[config.mk]
export PLATFORM = sky130hd
export DESIGN_NAME = cache_port_arbiter
export DESIGN_NICKNAME = d
export VERILOG_FILES = /design/src/rtl/cache_arb_pkg.sv /design/src/rtl/rr_arb2.sv /design/src/rtl/cache_port_arbiter.sv
export SDC_FILE = /design/constraint.sdc
export NUM_CORES = 1
export LEC_CHECK = 0
export BUFFER_PORTS_ARGS = -buffer_cell sky130_fd_sc_hd__buf_2
export CAP_MARGIN = 10
export CORE_AREA = 2 2 123 125
export DETAILED_ROUTE_END_ITERATION = 16
export DIE_AREA = 0 0 125 127
export PLACE_DENSITY = 0.84
export SETUP_SLACK_MARGIN = 0.2
export SLEW_MARGIN = 20
export SYNTH_ARGS = -nofsm -noshare
export SYNTH_HDL_FRONTEND = slang
export SYNTH_SLANG_ARGS = --single-unit
export TNS_END_PERCENT = 30
[constraint.sdc]
create_clock -name clk -period 6.1 [get_ports clk]
set_input_delay 1.22 -clock clk [delete_from_list [all_inputs] [get_ports clk]]
set_output_delay 1.22 -clock clk [all_outputs]
set_load 0.02 [all_outputs]
[src/rtl/cache_arb_pkg.sv]
// Shared types and constants for the cache port arbiter.
// State encodings, error data pattern and port indices.
package cache_arb_pkg;

    typedef enum logic [1:0] {
        S_IDLE  = 2'd0,
        S_ISSUE = 2'd1,
        S_WAIT  = 2'd2,
        S_DONE  = 2'd3
    } state_t;

    localparam logic [31:0] ERR_DATA_DEF = 32'hDEADBEEF;

    localparam logic PORT_I = 1'b0;
    localparam logic PORT_D = 1'b1;

endpackage

[src/rtl/rr_arb2.sv]
// Two-way round-robin pick.
// On a tie the port that did not win last time is chosen.
module rr_arb2 (
    input  logic [1:0] req,
    input  logic       last,
    output logic       gnt_valid,
    output logic       gnt_idx
);

    // Single requester wins outright; a tie goes to the other port
    always_comb begin
        gnt_valid = |req;
        gnt_idx   = (req == 2'b11) ? ~last : req[1];
    end

endmodule

[src/rtl/cache_port_arbiter.sv]
// Shares the cache_ctrl user port between fetch (p0) and load/store (p1).
// Sequences issue/wait/done, word-aligns addresses and runs a watchdog.
module cache_port_arbiter
    import cache_arb_pkg::*;
#(
    parameter int                 W_ADDR   = 32,
    parameter int                 W_DATA   = 32,
    parameter int                 TIMEOUT  = 255,
    parameter int                 W_TO     = 8,
    parameter logic [W_DATA-1:0]  ERR_DATA = W_DATA'(ERR_DATA_DEF)
) (
    input  logic              clk,
    input  logic              rst,
    input  logic              p0_req,
    input  logic              p0_we,
    input  logic [W_ADDR-1:0] p0_addr,
    input  logic [W_DATA-1:0] p0_wdata,
    input  logic [3:0]        p0_mask,
    output logic              p0_done,
    output logic [W_DATA-1:0] p0_rdata,
    input  logic              p1_req,
    input  logic              p1_we,
    input  logic [W_ADDR-1:0] p1_addr,
    input  logic [W_DATA-1:0] p1_wdata,
    input  logic [3:0]        p1_mask,
    output logic              p1_done,
    output logic [W_DATA-1:0] p1_rdata,
    output logic              m_rd_en,
    output logic              m_wr_en,
    output logic [W_ADDR-1:0] m_addr,
    output logic [W_DATA-1:0] m_wdata,
    output logic [3:0]        m_mask,
    input  logic [W_DATA-1:0] m_rdata,
    input  logic              m_busy,
    input  logic              m_hit,
    output logic              owner,
    output logic              busy_o,
    output logic              err
);

    localparam logic [W_TO-1:0] TO_LAST = W_TO'(TIMEOUT - 1);

    state_t              r_state;
    logic                r_last;
    logic                r_owner;
    logic                r_we;
    logic [W_TO-1:0]     r_wd;
    logic                r_err;
    logic                r_p0_done;
    logic                r_p1_done;
    logic [W_DATA-1:0]   r_p0_rdata;
    logic [W_DATA-1:0]   r_p1_rdata;
    logic                r_rd_en;
    logic                r_wr_en;
    logic [W_ADDR-1:0]   r_addr;
    logic [W_DATA-1:0]   r_wdata;
    logic [3:0]          r_mask;

    logic                w_gnt_valid;
    logic                w_gnt_idx;
    logic                w_sel_we;
    logic [W_ADDR-1:0]   w_sel_addr;
    logic [W_DATA-1:0]   w_sel_wdata;
    logic [3:0]          w_sel_mask;
    logic                w_finish;
    logic                w_abort;
    logic [W_DATA-1:0]   w_rd_val;

    rr_arb2 u_arb (
        .req       ({p1_req, p0_req}),
        .last      (r_last),
        .gnt_valid (w_gnt_valid),
        .gnt_idx   (w_gnt_idx)
    );

    // Fields of the port about to be granted
    always_comb begin
        w_sel_we    = w_gnt_idx ? p1_we    : p0_we;
        w_sel_addr  = w_gnt_idx ? p1_addr  : p0_addr;
        w_sel_wdata = w_gnt_idx ? p1_wdata : p0_wdata;
        w_sel_mask  = w_gnt_idx ? p1_mask  : p0_mask;
    end

    // Completion decode: hit read, busy drop in WAIT, or watchdog abort
    always_comb begin
        w_finish = 1'b0;
        w_abort  = 1'b0;
        w_rd_val = m_rdata;
        case (r_state)
            S_ISSUE: begin
                if (!r_we && m_hit) begin
                    w_finish = 1'b1;
                end else if (!m_busy && r_wd == TO_LAST) begin
                    w_finish = 1'b1;
                    w_abort  = 1'b1;
                    w_rd_val = ERR_DATA;
                end
            end
            S_WAIT:  w_finish = !m_busy;
            default: w_finish = 1'b0;
        endcase
    end

    // FSM, field latches, watchdog and registered outputs
    always_ff @(posedge clk) begin
        if (rst) begin
            r_state    <= S_IDLE;
            r_last     <= PORT_D;
            r_owner    <= PORT_I;
            r_we       <= 1'b0;
            r_wd       <= '0;
            r_err      <= 1'b0;
            r_p0_done  <= 1'b0;
            r_p1_done  <= 1'b0;
            r_p0_rdata <= '0;
            r_p1_rdata <= '0;
            r_rd_en    <= 1'b0;
            r_wr_en    <= 1'b0;
            r_addr     <= '0;
            r_wdata    <= '0;
            r_mask     <= '0;
        end else begin
            r_p0_done <= 1'b0;
            r_p1_done <= 1'b0;
            case (r_state)
                S_IDLE: begin
                    // Never start while the controller is still draining
                    if (!m_busy && w_gnt_valid) begin
                        r_owner <= w_gnt_idx;
                        r_we    <= w_sel_we;
                        r_addr  <= {w_sel_addr[W_ADDR-1:2], 2'b00};
                        r_wdata <= w_sel_wdata;
                        r_mask  <= w_sel_mask;
                        r_rd_en <= !w_sel_we;
                        r_wr_en <= w_sel_we;
                        r_wd    <= '0;
                        r_state <= S_ISSUE;
                    end
                end
                S_ISSUE: begin
                    if (!w_finish) begin
                        if (m_busy) begin
                            r_rd_en <= 1'b0;
                            r_wr_en <= 1'b0;
                            r_state <= S_WAIT;
                        end else begin
                            r_wd <= r_wd + 1'b1;
                        end
                    end
                end
                S_DONE: begin
                    r_last  <= r_owner;
                    r_wd    <= '0;
                    r_state <= S_IDLE;
                end
                default: ;
            endcase
            if (w_finish) begin
                r_rd_en <= 1'b0;
                r_wr_en <= 1'b0;
                r_state <= S_DONE;
                if (w_abort) r_err <= 1'b1;
                if (r_owner) begin
                    r_p1_done <= 1'b1;
                    if (!r_we) r_p1_rdata <= w_rd_val;
                end else begin
                    r_p0_done <= 1'b1;
                    if (!r_we) r_p0_rdata <= w_rd_val;
                end
            end
        end
    end

    assign p0_done  = r_p0_done;
    assign p1_done  = r_p1_done;
    assign p0_rdata = r_p0_rdata;
    assign p1_rdata = r_p1_rdata;
    assign m_rd_en  = r_rd_en;
    assign m_wr_en  = r_wr_en;
    assign m_addr   = r_addr;
    assign m_wdata  = r_wdata;
    assign m_mask   = r_mask;
    assign owner    = r_owner;
    assign busy_o   = (r_state != S_IDLE);
    assign err      = r_err;

endmodule

Word level (Yosys, flattened, before mapping)
Index checks and enable logic that the tools add are counted.
{ "op_classes": {"muxes": 28, "magnitude_cmp": 0, "n_reduce_logical": 21, "add_sub_neg": 1, "n_shift": 0, "div": 0, "mul": 0, "n_bitwise": 4, "n_eq_ne": 11} }
{ "ops": {"columns": ["operator", "count"], "rows": [
  ["two-way mux 32 bit", 5],
  ["two-way mux 8 bit", 3],
  ["one-hot mux 8 bit (3 select lines)", 1],
  ["AND reduction 3 bit", 4],
  ["two-way mux 1 bit", 11],
  ["adder 8 x 1 -> 8 bit (second input constant)", 1],
  ["equality test 8 bit (second input constant)", 1],
  ["inequality test 2 bit (second input constant)", 4],
  ["equality test 2 bit (second input constant)", 3],
  ["two-way mux 2 bit", 3],
  ["inequality test 3 bit (second input constant)", 2],
  ["one-hot mux 1 bit (2 select lines)", 3],
  ["one-hot mux 2 bit (3 select lines)", 1],
  ["OR reduction 2 bit", 3],
  ["two-way mux 4 bit", 1],
  ["NOT 1 bit", 4],
  ["AND reduction 2 bit", 2],
  ["AND reduction 4 bit", 1],
  ["nonzero test 2 bit", 2],
  ["nonzero test 4 bit", 1],
  ["logical AND 1 bit", 3],
  ["zero test 1 bit", 3],
  ["nonzero test 3 bit", 1],
  ["equality test 2 x 1 -> 1 bit (second input constant)", 1],
  ["zero test 2 bit", 1]
]} }
{ "word_totals": {"rom_bits": 0, "mem_bits_rw": 0, "output_inout_bits": 139, "elab_cells": 80, "latch_bits": 0, "n_memories": 0, "in_bits": 176, "regBits": 148} }

Logic depth before layout (Yosys ltp)
{ "depth": {"word_depth": 7, "depth_mapped": 10, "ltp_nobuf": 7} }

Modules after synthesis
From an unflattened synthesis, not the netlist that was laid out.
{ "unflattened": {"hier_cells": 681, "hier_area_um2": 6324.8} }
{ "by_module_without_submodules": {"columns": ["mod", "seq_area_each_um2", "cells_each", "n_inst", "area_each_um2"], "rows": [
  ["cache_port_arbiter", 2962.8, 679, 1, 6311.1],
  ["rr_arb2", 0.0, 2, 1, 13.8]
]} }

Least setup slack after synthesis
OpenSTA, ideal clock, no wires.
{ "synth_timing": {"kind": "input to register", "start": "input p1_req", "end": "register r_wdata[10], in the netlist m_wdata[10]", "setup_time_ps": 137, "path_stages": 6, "arrival_time_ps": 2369, "setup_slack_ps": 3594, "path_cell_list": "a21boi_0 -> clkbuf_1 -> buf_2 -> buf_2 -> mux2i_1 -> a211oi_1"} }
{ "synth_between": {"elab_chain_len": 3} }
{ "synth_rtl": {"columns": ["element", "line_no", "source"], "rows": [
  ["from (decl)", "cache_port_arbiter.sv:21", "input logic p1_req,"],
  ["equality test 2 bit / OR reduction 2 bit (equally long branches)", "rr_arb2.sv:13, rr_arb2.sv:12", null],
  ["two-way mux 1 bit / logical AND 1 bit (equally long branches)", "rr_arb2.sv:13, cache_port_arbiter.sv:128", null],
  ["two-way mux 32 bit / AND reduction 2 bit (equally long branches)", null, null],
  ["to (signal assigned)", "cache_port_arbiter.sv:132", "r_wdata <= w_sel_wdata;"],
  ["to (decl)", "cache_port_arbiter.sv:56", "logic [W_DATA-1:0] r_wdata;"]
]} }
Parallel ways exist; a longest one is shown, timed or not.
A chain may end at the register's enable or synchronous reset.

Worst setup path after layout
{ "layout_timing": {"start": "input m_busy", "end": "register r_wdata[18], in the netlist m_wdata[18]"} }
{ "layout_between": {"elab_chain_len": 3} }
{ "layout_rtl": {"columns": ["element", "line_no", "source"], "rows": [
  ["from (decl)", "cache_port_arbiter.sv:34", "input logic m_busy,"],
  ["zero test 1 bit", "cache_port_arbiter.sv:128", "if (!m_busy && w_gnt_valid) begin"],
  ["logical AND 1 bit", "cache_port_arbiter.sv:128", null],
  ["AND reduction 2 bit (no line)", null, null]
]} }
Every way passes these cells.

==> summary.md <==
| Metric | Value |
|---|---|
| Largest net degree at the start of global routing | `82` |
| Main synth FF type | `dfxtp_1` |
| Sequential element share of the synthesized area | `48.0%` |
| Initial Utilization | `42.8%` |
| Die ar. | `15,900 um2` |
| Yosys top cell by area | `dfxtp_1` |
| RSZ-0062 raised after global routing | `no` |
| Hpwl dp | `12,900 um` |
| Number of flops mapped to enable cells by yosys | `0` |
| Core area | `14,400 um2` |
| Critical path capture point type | `register` |
| Arr. time, crit path | `3.29 ns` |
| Worst path required time | `6.42 ns` |
| Mapped Area | `6170 um2` |
| Fin cells | `1,145` |
| Setup bufs post-CTS | `0` |
| Fin util | `57.9%` |
| DP Cell Count | `1,112` |
| Synth Area per Inst | `9.17 um2` |
| Startpoint Class | `input port` |
| Vias per Instance | `5.24` |
| I/O Pins | `315` |
| Drt pass-1 iters | `4` |
| Hold_buf cts | `0` |
| FFs w/ async S/R, synth | `0%` |
| Number of global-route vias before repair | `5,868` |
| Via count | `6,000` |
| Status | `finished clean` |
| Power Density | `352 nW/um2` |
| Placed Area | `7750 um2` |
| Fraction of layout cells with a size suffix above 1 | `37.5%` |
| IR drop worst, VDD | `0.000266 V` |
| Clk buf depth | `2` |
| Finished Cell Area | `8360 um2` |
| Initial antenna violation count | `2` |
| Synthesis warning total | `0` |
| DP Worst Slack | `2.76 ns` |
| CP Cell Sequence | `buf_2 -> o21ba_2 -> and2_4 -> buf_4 -> nor2_1 -> a211oi_1` |
| Period utilization | `48.7%` |
| Remaining DRCs | `0` |
| Row cnt | `44` |
| Post-synth top cells | `148 x dfxtp_1, 143 x nor2_1, 108 x a211oi_1` |
| Number of H-tree levels | `4` |
| Worst Tran Pin Value | `0.886 ns` |
| Grt ovf | `0` |
| Nets | `1,130` |
| Total Power | `2.95 mW` |
| Count of final setup violators | `0` |
| Slew headroom | `40.9%` |
| Clk Latency, worst-skew pair | `0.42 ns` |
| # clock sinks | `148` |
| Syn-to-layout area delta | `35.4%` |
| CTS tree | `yes` |
| Share of Yosys cell area claimed by the top area cell type | `48.0%` |
| Final WL | `18,300 um` |
| CTS root buf | `clkbuf_16` |
| Min Tclk post-route | `2.97 ns` |
| Post-DR wirelength/cell | `16.0 um` |
| Fin. max-slew vios | `0` |
| Die width | `125 um` |
| Most numerous cell in the Yosys netlist | `dfxtp_1` |
| Synth area leaders | `dfxtp_1 48%, a211oi_1 13%, mux2i_1 11%` |
| Post-cts resize count | `0` |
| Fin worst setup slack | `3.13 ns` |
| Synth Instances | `673` |
| FMAX | `337 MHz` |
| Max-Cap Viols | `0` |
| Clock-pin slew on the worst setup and hold paths | `0.06 ns` |
| Hold Vio Cnt, Final | `0` |
| Gpl congestion | `0.834` |
| GR Util All Layers | `22.7%` |
| #FFs+latches synth | `148` |
| Crit-path slowest cell | `buf_4` |
| Initial drt markers | `189` |
| # port buffers | `308` |
| First-pass GRT wire length | `29,000 um` |
| CP peak stage delay | `0.65 ns` |
| Num CTS Buffers | `17` |
| Worst hold path type | `register to register` |
| Fillers | `1,267` |
| Die height | `127 um` |
| Worst setup path class | `input port to register` |
| TNS Setup | `0 ns` |
| CP max FO | `70` |
| Yosys cell types | `39` |
| Worst Skew | `0.00952 ns` |
| Leakage Power | `3.68 nW` |
| Hold_ws | `0.454 ns` |
| Post-route ant nets | `0` |
[kinds of logic (layout without fill, tap and decap cells)]
group                    Yosys count  count (layout)  share of synthesized area [%]
flip-flops                       148             148                           48.0
XOR/XNOR                           1               1                          0.142
buffers and inverters             68             354                           5.03
AND/OR/NAND/NOR                  216             216                           14.7
adder cells (fa/ha/maj)            6               6                           1.22
multiplexers                      67              67                           10.9
AO/OA/AOI/OAI                    166             166                           19.9
other                              1               3                         0.0608
[flip-flops by register name, summed over array words and instances (netlist names), 2 cells and up]
signal and flops:
m_mask 4, m_addr 30, m_wdata 32, r_wd 8, r_state 2, p1_rdata 32, p0_rdata 32
[worst max-delay path, delay by kind of cell]
kind / cells / cell delay, ns
buf+inv: 2 / 0.79
simple gates: 2 / 0.68
compound gates: 2 / 0.53
[worst paths after layout]
check                    start            to  slack, ns  cells after the start
setup / recovery        m_busy   m_wdata[18]       3.13                      6
hold / removal    p1_rdata[29]  p1_rdata[29]       0.45                      2
setup reg to reg    r_state[0]  p0_rdata[25]       3.21                      7
hold reg to reg   p1_rdata[29]  p1_rdata[29]       0.45                      2
[power by group]
group          switching (mW)  internal, mW  leakage, nW  total [mW]
clock network           0.433         0.608        0.283        1.04
logic                   0.478         0.269         2.19       0.748
registers              0.0671          1.09         1.21        1.16
[cell usage in the layout, fill, tap and decap left out, types with 2 or more instances in the layout]
cell type	Yosys	final
a211oi_1	108	108
ha_1	6	6
bufinv_16	0	2
nor2b_1	5	5
inv_1	8	8
buf_2	14	307
mux2i_1	67	67
dfxtp_1	148	148
or3_1	5	5
a21oi_1	25	25
clkinv_2	0	2
nand3_1	26	26
inv_6	0	4
nor2_1	143	143
a211o_1	3	3
a211oi_2	10	8
or4_1	3	3
clkinv_4	0	3
o31ai_1	2	2
o211ai_1	2	2
conb_1	1	2
a211oi_4	0	2
a31oi_1	3	3
buf_4	6	7
nand2_1	23	23
nor3_1	4	3
clkbuf_16	0	17
o21ai_0	6	6
[routing by layer]
layer	routed length (um)	GRT usage, %	vias to the layer above
met2	8940	38.6	252
met4	461	9.87	2
met5	13	0	-
met1	7290	25.5	2746
met3	1590	8.54	37
li1	-	-	2963
[area by class of cell]
| type | instances | area [um2] | area share [%] |
|---|---|---|---|
| Clock buffer | 18 | 429 | 5.13 |
| Tap cell | 184 | 230 | 2.75 |
| Clock inverter | 13 | 150 | 1.80 |
| Inverter | 8 | 30.0 | 0.359 |
| Timing Repair Buffer | 315 | 1620 | 19.3 |
| Antenna cell | 1 | 2.50 | 0.0299 |
| Multi-Input combinational cell | 458 | 2940 | 35.1 |
| Sequential cell | 148 | 2960 | 35.4 |
Power figures use the tool's default switching activity.
